==> config.mk <==
export PLATFORM = sky130hd
export DESIGN_NAME = axi_write_responder_flat
export DESIGN_NICKNAME = d
export VERILOG_FILES = /design/src/rtl/axi_write_responder_if.sv /design/src/rtl/axi_write_responder.sv /design/src/flat_wrapper.sv
export SDC_FILE = /design/constraint.sdc
export NUM_CORES = 2
export LEC_CHECK = 0
export CAP_MARGIN = 20
export CORE_MARGIN = 2
export CORE_UTILIZATION = 45
export DETAILED_ROUTE_END_ITERATION = 10
export GPL_TIMING_DRIVEN = 0
export PLACE_DENSITY_LB_ADDON = 0.15
export SYNTH_ARGS = -nofsm -noshare
export SYNTH_HDL_FRONTEND = slang
export SYNTH_SLANG_ARGS = --single-unit
==> constraint.sdc <==
create_clock -name ACLK -period 3.6 [get_ports ACLK]
set_clock_uncertainty 0.05 [all_clocks]
set_input_delay 0.72 -clock ACLK [delete_from_list [all_inputs] [get_ports ACLK]]
set_output_delay 0.72 -clock ACLK [all_outputs]
set_load 0.03 [all_outputs]
==> src/rtl/axi_write_responder_if.sv <==
// AXI3 write-channel bundle (AW, W and B) shared by a write master and axi_write_responder.
interface axi_write_responder_if;
    logic [3:0]  AWID;
    logic [31:0] AWADDR;
    logic [3:0]  AWLEN;
    logic [2:0]  AWSIZE;
    logic [1:0]  AWBURST;
    logic        AWVALID;
    logic        AWREADY;

    logic [3:0]  WID;
    logic [31:0] WDATA;
    logic [3:0]  WSTRB;
    logic        WLAST;
    logic        WVALID;
    logic        WREADY;

    logic [3:0]  BID;
    logic [1:0]  BRESP;
    logic        BVALID;
    logic        BREADY;

    modport master (
        output AWID, AWADDR, AWLEN, AWSIZE, AWBURST, AWVALID,
        input  AWREADY,
        output WID, WDATA, WSTRB, WLAST, WVALID,
        input  WREADY,
        input  BID, BRESP, BVALID,
        output BREADY
    );

    modport slave (
        input  AWID, AWADDR, AWLEN, AWSIZE, AWBURST, AWVALID,
        output AWREADY,
        input  WID, WDATA, WSTRB, WLAST, WVALID,
        output WREADY,
        output BID, BRESP, BVALID,
        input  BREADY
    );
endinterface

==> src/rtl/axi_write_responder.sv <==
// AXI3 write slave: one AW phase, W beats into a word memory, one B response.
// Optional AXI_WSTRB_EN: when defined, only strobed byte lanes are written.
module axi_write_responder #(
    parameter int DATA_WIDTH = 32,
    parameter int MEM_DEPTH  = 64
) (
    input  logic                         ACLK,
    input  logic                         RESETn,
    axi_write_responder_if.slave         bus,
    input  logic [$clog2(MEM_DEPTH)-1:0] dbg_addr,
    output logic [DATA_WIDTH-1:0]        dbg_rdata
);
    localparam int IDX_W = $clog2(MEM_DEPTH);

    localparam logic [1:0] BURST_INCR  = 2'b01;
    localparam logic [1:0] BURST_WRAP  = 2'b10;
    localparam logic [1:0] BURST_RSVD  = 2'b11;
    localparam logic [1:0] RESP_OKAY   = 2'b00;
    localparam logic [1:0] RESP_SLVERR = 2'b10;

    typedef enum logic [1:0] {S_IDLE, S_DATA, S_RESP} state_e;

    state_e      state_q;
    logic [3:0]  id_q;
    logic [31:0] addr_q;
    logic [3:0]  len_q;
    logic [2:0]  size_q;
    logic [1:0]  burst_q;
    logic [4:0]  cnt_q;
    logic        err_q;
    logic        awready_q;
    logic        wready_q;
    logic        bvalid_q;
    logic [3:0]  bid_q;
    logic [1:0]  bresp_q;

    logic [DATA_WIDTH-1:0] mem [MEM_DEPTH];

    logic             w_fire;
    logic             beat_err;
    logic             last_err;
    logic [31:0]      step;
    logic [31:0]      wrap_mask;
    logic [31:0]      addr_d;
    logic [IDX_W-1:0] wr_idx;

    assign w_fire = bus.WVALID && wready_q;
    assign wr_idx = addr_q[IDX_W+1:2];

    // NOTE: every always_comb output gets a default first so no path leaves it unassigned (no latch).
    always_comb begin
        step      = 32'd1 << size_q;
        wrap_mask = (({28'd0, len_q} + 32'd1) << size_q) - 32'd1;
        beat_err  = (bus.WID != id_q) || (size_q > 3'd2) || (burst_q == BURST_RSVD)
                 || ((burst_q == BURST_WRAP) && !(len_q inside {4'd1, 4'd3, 4'd7, 4'd15}))
                 || (cnt_q > {1'b0, len_q});
        last_err  = beat_err || (cnt_q != {1'b0, len_q});
        addr_d    = addr_q;
        case (burst_q)
            BURST_INCR: addr_d = addr_q + step;
            BURST_WRAP: addr_d = (addr_q & ~wrap_mask) | ((addr_q + step) & wrap_mask);
            default:    addr_d = addr_q;
        endcase
    end

    // NOTE: the memory is deliberately never reset so it maps onto plain RAM; it lives in its own
    // reset-free block and keeps its contents across RESETn.
`ifdef AXI_WSTRB_EN
    always_ff @(posedge ACLK) begin
        if (w_fire && !beat_err) begin
            for (int b = 0; b < DATA_WIDTH / 8; b++) begin
                if (bus.WSTRB[b]) mem[wr_idx][8*b +: 8] <= bus.WDATA[8*b +: 8];
            end
        end
    end
`else
    logic unused_strb;
    assign unused_strb = ^bus.WSTRB;

    always_ff @(posedge ACLK) begin
        if (w_fire && !beat_err) mem[wr_idx] <= bus.WDATA;
    end
`endif

    // NOTE: sequential state uses non-blocking assignments so every register samples pre-edge values.
    always_ff @(posedge ACLK or negedge RESETn) begin
        if (!RESETn) begin
            state_q   <= S_IDLE;
            id_q      <= '0;
            addr_q    <= '0;
            len_q     <= '0;
            size_q    <= '0;
            burst_q   <= '0;
            cnt_q     <= '0;
            err_q     <= 1'b0;
            awready_q <= 1'b0;
            wready_q  <= 1'b0;
            bvalid_q  <= 1'b0;
            bid_q     <= '0;
            bresp_q   <= RESP_OKAY;
        end else begin
            case (state_q)
                S_IDLE: begin
                    awready_q <= 1'b1;
                    if (bus.AWVALID && awready_q) begin
                        id_q      <= bus.AWID;
                        addr_q    <= bus.AWADDR;
                        len_q     <= bus.AWLEN;
                        size_q    <= bus.AWSIZE;
                        burst_q   <= bus.AWBURST;
                        cnt_q     <= '0;
                        err_q     <= 1'b0;
                        awready_q <= 1'b0;
                        wready_q  <= 1'b1;
                        state_q   <= S_DATA;
                    end
                end
                S_DATA: begin
                    if (w_fire) begin
                        // Saturate at 16: any count above the largest LEN already flags overrun.
                        if (cnt_q != 5'd16) cnt_q <= cnt_q + 5'd1;
                        addr_q <= addr_d;
                        err_q  <= err_q || beat_err;
                        if (bus.WLAST) begin
                            wready_q <= 1'b0;
                            bvalid_q <= 1'b1;
                            bid_q    <= id_q;
                            bresp_q  <= (err_q || last_err) ? RESP_SLVERR : RESP_OKAY;
                            state_q  <= S_RESP;
                        end
                    end
                end
                S_RESP: begin
                    if (bus.BREADY) begin
                        bvalid_q  <= 1'b0;
                        awready_q <= 1'b1;
                        state_q   <= S_IDLE;
                    end
                end
                default: state_q <= S_IDLE;
            endcase
        end
    end

    assign bus.AWREADY = awready_q;
    assign bus.WREADY  = wready_q;
    assign bus.BVALID  = bvalid_q;
    assign bus.BID     = bid_q;
    assign bus.BRESP   = bresp_q;
    assign dbg_rdata   = mem[dbg_addr];
endmodule

==> src/flat_wrapper.sv <==
// flat-port wrapper written by rule: the top's interface ports become plain ports
module axi_write_responder_flat 
#(
    parameter int DATA_WIDTH = 32,
    parameter int MEM_DEPTH  = 64
)
  (ACLK, RESETn, dbg_addr, dbg_rdata, bus_AWID, bus_AWADDR, bus_AWLEN, bus_AWSIZE, bus_AWBURST, bus_AWVALID, bus_AWREADY, bus_WID, bus_WDATA, bus_WSTRB, bus_WLAST, bus_WVALID, bus_WREADY, bus_BID, bus_BRESP, bus_BVALID, bus_BREADY);
  axi_write_responder_if bus_i ();
  input  logic ACLK;
  input  logic RESETn;
  input  logic [$clog2(MEM_DEPTH)-1:0] dbg_addr;
  output logic [DATA_WIDTH-1:0] dbg_rdata;
  input wire logic [$bits(bus_i.AWID)-1:0] bus_AWID;
  input wire logic [$bits(bus_i.AWADDR)-1:0] bus_AWADDR;
  input wire logic [$bits(bus_i.AWLEN)-1:0] bus_AWLEN;
  input wire logic [$bits(bus_i.AWSIZE)-1:0] bus_AWSIZE;
  input wire logic [$bits(bus_i.AWBURST)-1:0] bus_AWBURST;
  input wire logic [$bits(bus_i.AWVALID)-1:0] bus_AWVALID;
  output wire logic [$bits(bus_i.AWREADY)-1:0] bus_AWREADY;
  input wire logic [$bits(bus_i.WID)-1:0] bus_WID;
  input wire logic [$bits(bus_i.WDATA)-1:0] bus_WDATA;
  input wire logic [$bits(bus_i.WSTRB)-1:0] bus_WSTRB;
  input wire logic [$bits(bus_i.WLAST)-1:0] bus_WLAST;
  input wire logic [$bits(bus_i.WVALID)-1:0] bus_WVALID;
  output wire logic [$bits(bus_i.WREADY)-1:0] bus_WREADY;
  output wire logic [$bits(bus_i.BID)-1:0] bus_BID;
  output wire logic [$bits(bus_i.BRESP)-1:0] bus_BRESP;
  output wire logic [$bits(bus_i.BVALID)-1:0] bus_BVALID;
  input wire logic [$bits(bus_i.BREADY)-1:0] bus_BREADY;
  assign bus_i.AWID = bus_AWID;
  assign bus_i.AWADDR = bus_AWADDR;
  assign bus_i.AWLEN = bus_AWLEN;
  assign bus_i.AWSIZE = bus_AWSIZE;
  assign bus_i.AWBURST = bus_AWBURST;
  assign bus_i.AWVALID = bus_AWVALID;
  assign bus_AWREADY = bus_i.AWREADY;
  assign bus_i.WID = bus_WID;
  assign bus_i.WDATA = bus_WDATA;
  assign bus_i.WSTRB = bus_WSTRB;
  assign bus_i.WLAST = bus_WLAST;
  assign bus_i.WVALID = bus_WVALID;
  assign bus_WREADY = bus_i.WREADY;
  assign bus_BID = bus_i.BID;
  assign bus_BRESP = bus_i.BRESP;
  assign bus_BVALID = bus_i.BVALID;
  assign bus_i.BREADY = bus_BREADY;
  axi_write_responder #(.DATA_WIDTH(DATA_WIDTH), .MEM_DEPTH(MEM_DEPTH)) u_core (.ACLK(ACLK), .RESETn(RESETn), .bus(bus_i), .dbg_addr(dbg_addr), .dbg_rdata(dbg_rdata));
endmodule
==> flow_summary_export.csv <==
group,metric,value,unit
logic_synthesis,synth.cell_area,80500,um2
clock_network,path_clk_slew,0.06,ns
logic_synthesis,synthCells,3307,
timing,fmax,247,MHz
timing,tns,-11.88,ns
logic_synthesis,ys_ff_latch,2085,
pwr,totalPowerFinal,0.0537,W
floorplanning,rows,155,
critical_path,required,2.83,ns
placed_design,place_congestion,0.786,
status,violations,"negative setup slack",
critical_path,r2r_start,"u_core.len_q[2]",
grt,grt_usage,23.4,%
status,status,"complete, but fails checks",
timing,setup_viol,32,
grt,grt_pass1_wl,297000,um
hold_path,hold_depth,1,
routing,postRouteAntennaNets,0,
logic_synthesis,ys_dominant_reg_cell,"edfxtp_1",
critical_path,start_kind,"primary input",
clock_network,cts_tree,"built",
flow_run,maxCapViolCount,0,
critical_path,path_max_fanout,7,
logic_synthesis,async_reset_ff_share,1.77,%
critical_path,timing.rr.end,"u_core.mem[55][26]",
floorplanning,die_w,427,um
finish,layout.nets,4036,
clock_network,numCtsBuffers,212,
critical_path,worst_ep_arrival_time,3.28,ns
clock_network,clock-root-buffer,"clkbuf_16",
clock_network,h-tree-depth,4,
logic_synthesis,syn_area_per_cell,24.3,um2
timing,finalCritPeriodShare,113,%
timing,period_needed,4.05,ns
routing,wl_per_cell,32.8,um
placed_design,numPortBuffers,102,
floorplanning,ios,138,
logic_synthesis,syn-num-nets,3421,
critical_path,path_class,"primary input to output port",
routing,dr_total_vias,38571,
routing,remaining_drc_errors,0,
logic_synthesis,yosys_warnings,0,
timing,maxSlewHeadroom,27.3,%
grt,first_global_vias,38765,
finish,syn2layout_area_growth,21.0,%
finish,fin_util,54.7,%
logic_synthesis,ys_types,54,
hold_path,min_to,"u_core.mem[61][27]",
timing,rsz0062_at_grt,"true",
floorplanning,dieArea,182000,um2
pwr,power_density,552,nW/um2
pwr,ir_worst_vdd,0.434,mV
floorplanning,start_util,45.2,%
timing,hold_ws,0.118,ns
floorplanning,coreArea,178000,um2
pwr,power_leakage,31.0,nW
critical_path,worst_setup_path_end_kind,"output port",
placed_design,post-dp-hpwl,140000,um
logic_synthesis,synth_enable_flop_cells,2048,
finish,drive_above_1_share,38.2,%
finish,layout_commonest_cell,"edfxtp_1",
placed_design,pre_cts_ws,-2.01,ns
grt,gr-total-overflow,0,
timing,worstMarginPinSlew,1.09,ns
clock_network,clock-sinks,2085,
grt,antenna_found_initial,15,
timing,hold_viol_final,0,
routing,drt_iter0_drc,4812,
critical_path,reg2reg_depth,12,
routing,viasPerCell,5.98,
logic_synthesis,seq_area_frac_synth,77.6,%
clock_network,insertion_delay,0.83,ns
hold_path,holdCritPathClass,"primary input to flop",
hold_path,worstHoldStart,"bus_WDATA[27]",
routing,dr.pass1.iters,7,
grt,grt_max_degree,61,
timing,finalMaxSlewViolations,0,
timing,layout_setup_ws,-0.451,ns
clock_network,cts.path.max_buffers,3,
floorplanning,die_y,427,um
critical_path,r2r_slack,0.11,ns
finish,final_cell_mix,"edfxtp_1, mux4_2, clkbuf_16, buf_12, buf_4",
routing,routed_wl,212000,um
==> area by class of cell <==
| type | instances | area [um2] |
|---|---|---|
| Fill cell | 13245 | 80600 |
| Sequential cell | 2085 | 62400 |
| Multi-Input combinational cell | 1038 | 17900 |
| Clock buffer | 262 | 5550 |
| Timing Repair Buffer | 401 | 5490 |
| Tap cell | 2355 | 2950 |
| Buffer | 173 | 1890 |
| Clock inverter | 127 | 1170 |
| Inverter | 11 | 41.3 |
| Antenna cell | 2 | 5.00 |
==> critical path, cell delays in order <==
cell and delay [ns]:
buf_16 0.14, buf_16 0.20, buf_12 0.15, buf_16 0.13, mux4_2 0.49, mux4_2 0.61, mux4_2 0.59, buf_6 0.18
==> Yosys cell counts, types with 3 or more instances <==
cell	n	share of area (%)
a211oi_1	23	0.21
a21o_1	7	0.065
a21oi_1	32	0.20
a31oi_1	4	0.031
and2_1	5	0.039
buf_1	20	0.093
buf_2	47	0.29
buf_4	20	0.19
buf_6	4	0.056
clkbuf_1	82	0.38
dfrtp_1	37	1.2
edfxtp_1	2048	76
ha_1	16	0.25
inv_1	11	0.051
mux2_2	18	0.25
mux2i_1	17	0.21
mux4_2	656	18
nand2_1	33	0.15
nand2b_1	9	0.070
nand3_1	14	0.087
nand3b_1	4	0.037
nand4_1	3	0.023
nand4b_1	3	0.033
nor2_1	90	0.42
nor2b_1	24	0.19
nor3_1	6	0.037
o21ai_0	19	0.12
or2_2	3	0.023
or3b_2	3	0.033
xnor2_1	11	0.12
xor2_1	8	0.087
==> repair_timing <==
action,in CTS,in global routing
pin swaps,65,8
cloned,11,4
hold buffers,1,0
endpoints found under the hold margin,37,0
buffers inserted,151,19
endpoints found under the setup margin,2080,429
resized for setup,592,15
==> metal layers <==
| metal | GRT usage, % | up-vias | part of all wire, % |
|---|---|---|---|
| li1 | - | 15611 | - |
| met4 | 5.40 | 4 | 2.2 |
| met1 | 33.3 | 21341 | 42 |
| met3 | 3.56 | 258 | 6.2 |
| met5 | 0 | - | 0.013 |
| met2 | 38.5 | 1357 | 50 |
==> logic make-up after synthesis <==
kind of cell | synth area share, %
AOI/OAI and AO/OA | 0.833
xor gates and xnor gates | 0.207
adders and majority gates | 0.274
buffers and inverters | 1.06
DFF | 77.6
muxes | 18.8
other | 0.00466
and+or+nand+nor | 1.21
==> how the worst max path moves through the flow <==
stage                               start            endpoint
final                         dbg_addr[0]        dbg_rdata[8]
after global routing          dbg_addr[0]       dbg_rdata[23]
after CTS                     dbg_addr[0]        dbg_rdata[1]
after detailed placement      dbg_addr[2]       dbg_rdata[31]
after global placement         bus_WID[2]  u_core.mem[12][31]
after floorplan           u_core.len_q[2]   u_core.mem[63][0]
==> state kept, by name, indices dropped and copies added (netlist names), 2 cells and up, named ones only <==
| signal | flops |
|---|---|
| u_core.burst_q | 2 |
| u_core.bus.BID | 4 |
| u_core.cnt_q | 5 |
| u_core.id_q | 4 |
| u_core.len_q | 4 |
| u_core.mem | 2048 |
| u_core.size_q | 3 |
| u_core.state_q | 2 |
==> metrics by stage <==
step / cell area, um2 / std cells
after CTS: 97100 / 6431
after global placement: 84400 / 5764
after detailed placement: 87000 / 5879
after global routing: 97400 / 6453
final: 97400 / 6454
after floorplan: 80500 / 3307
==> where the power goes <==
part | internal (W) | switching [W] | total [W]
clock | 0.0122 | 0.00923 | 0.0214
sequential | 0.0268 | 0.000214 | 0.0271
combinational | 0.00217 | 0.00313 | 0.00530
total | 0.0412 | 0.0126 | 0.0537
Note: power is estimated with default switching activity, not from simulation.
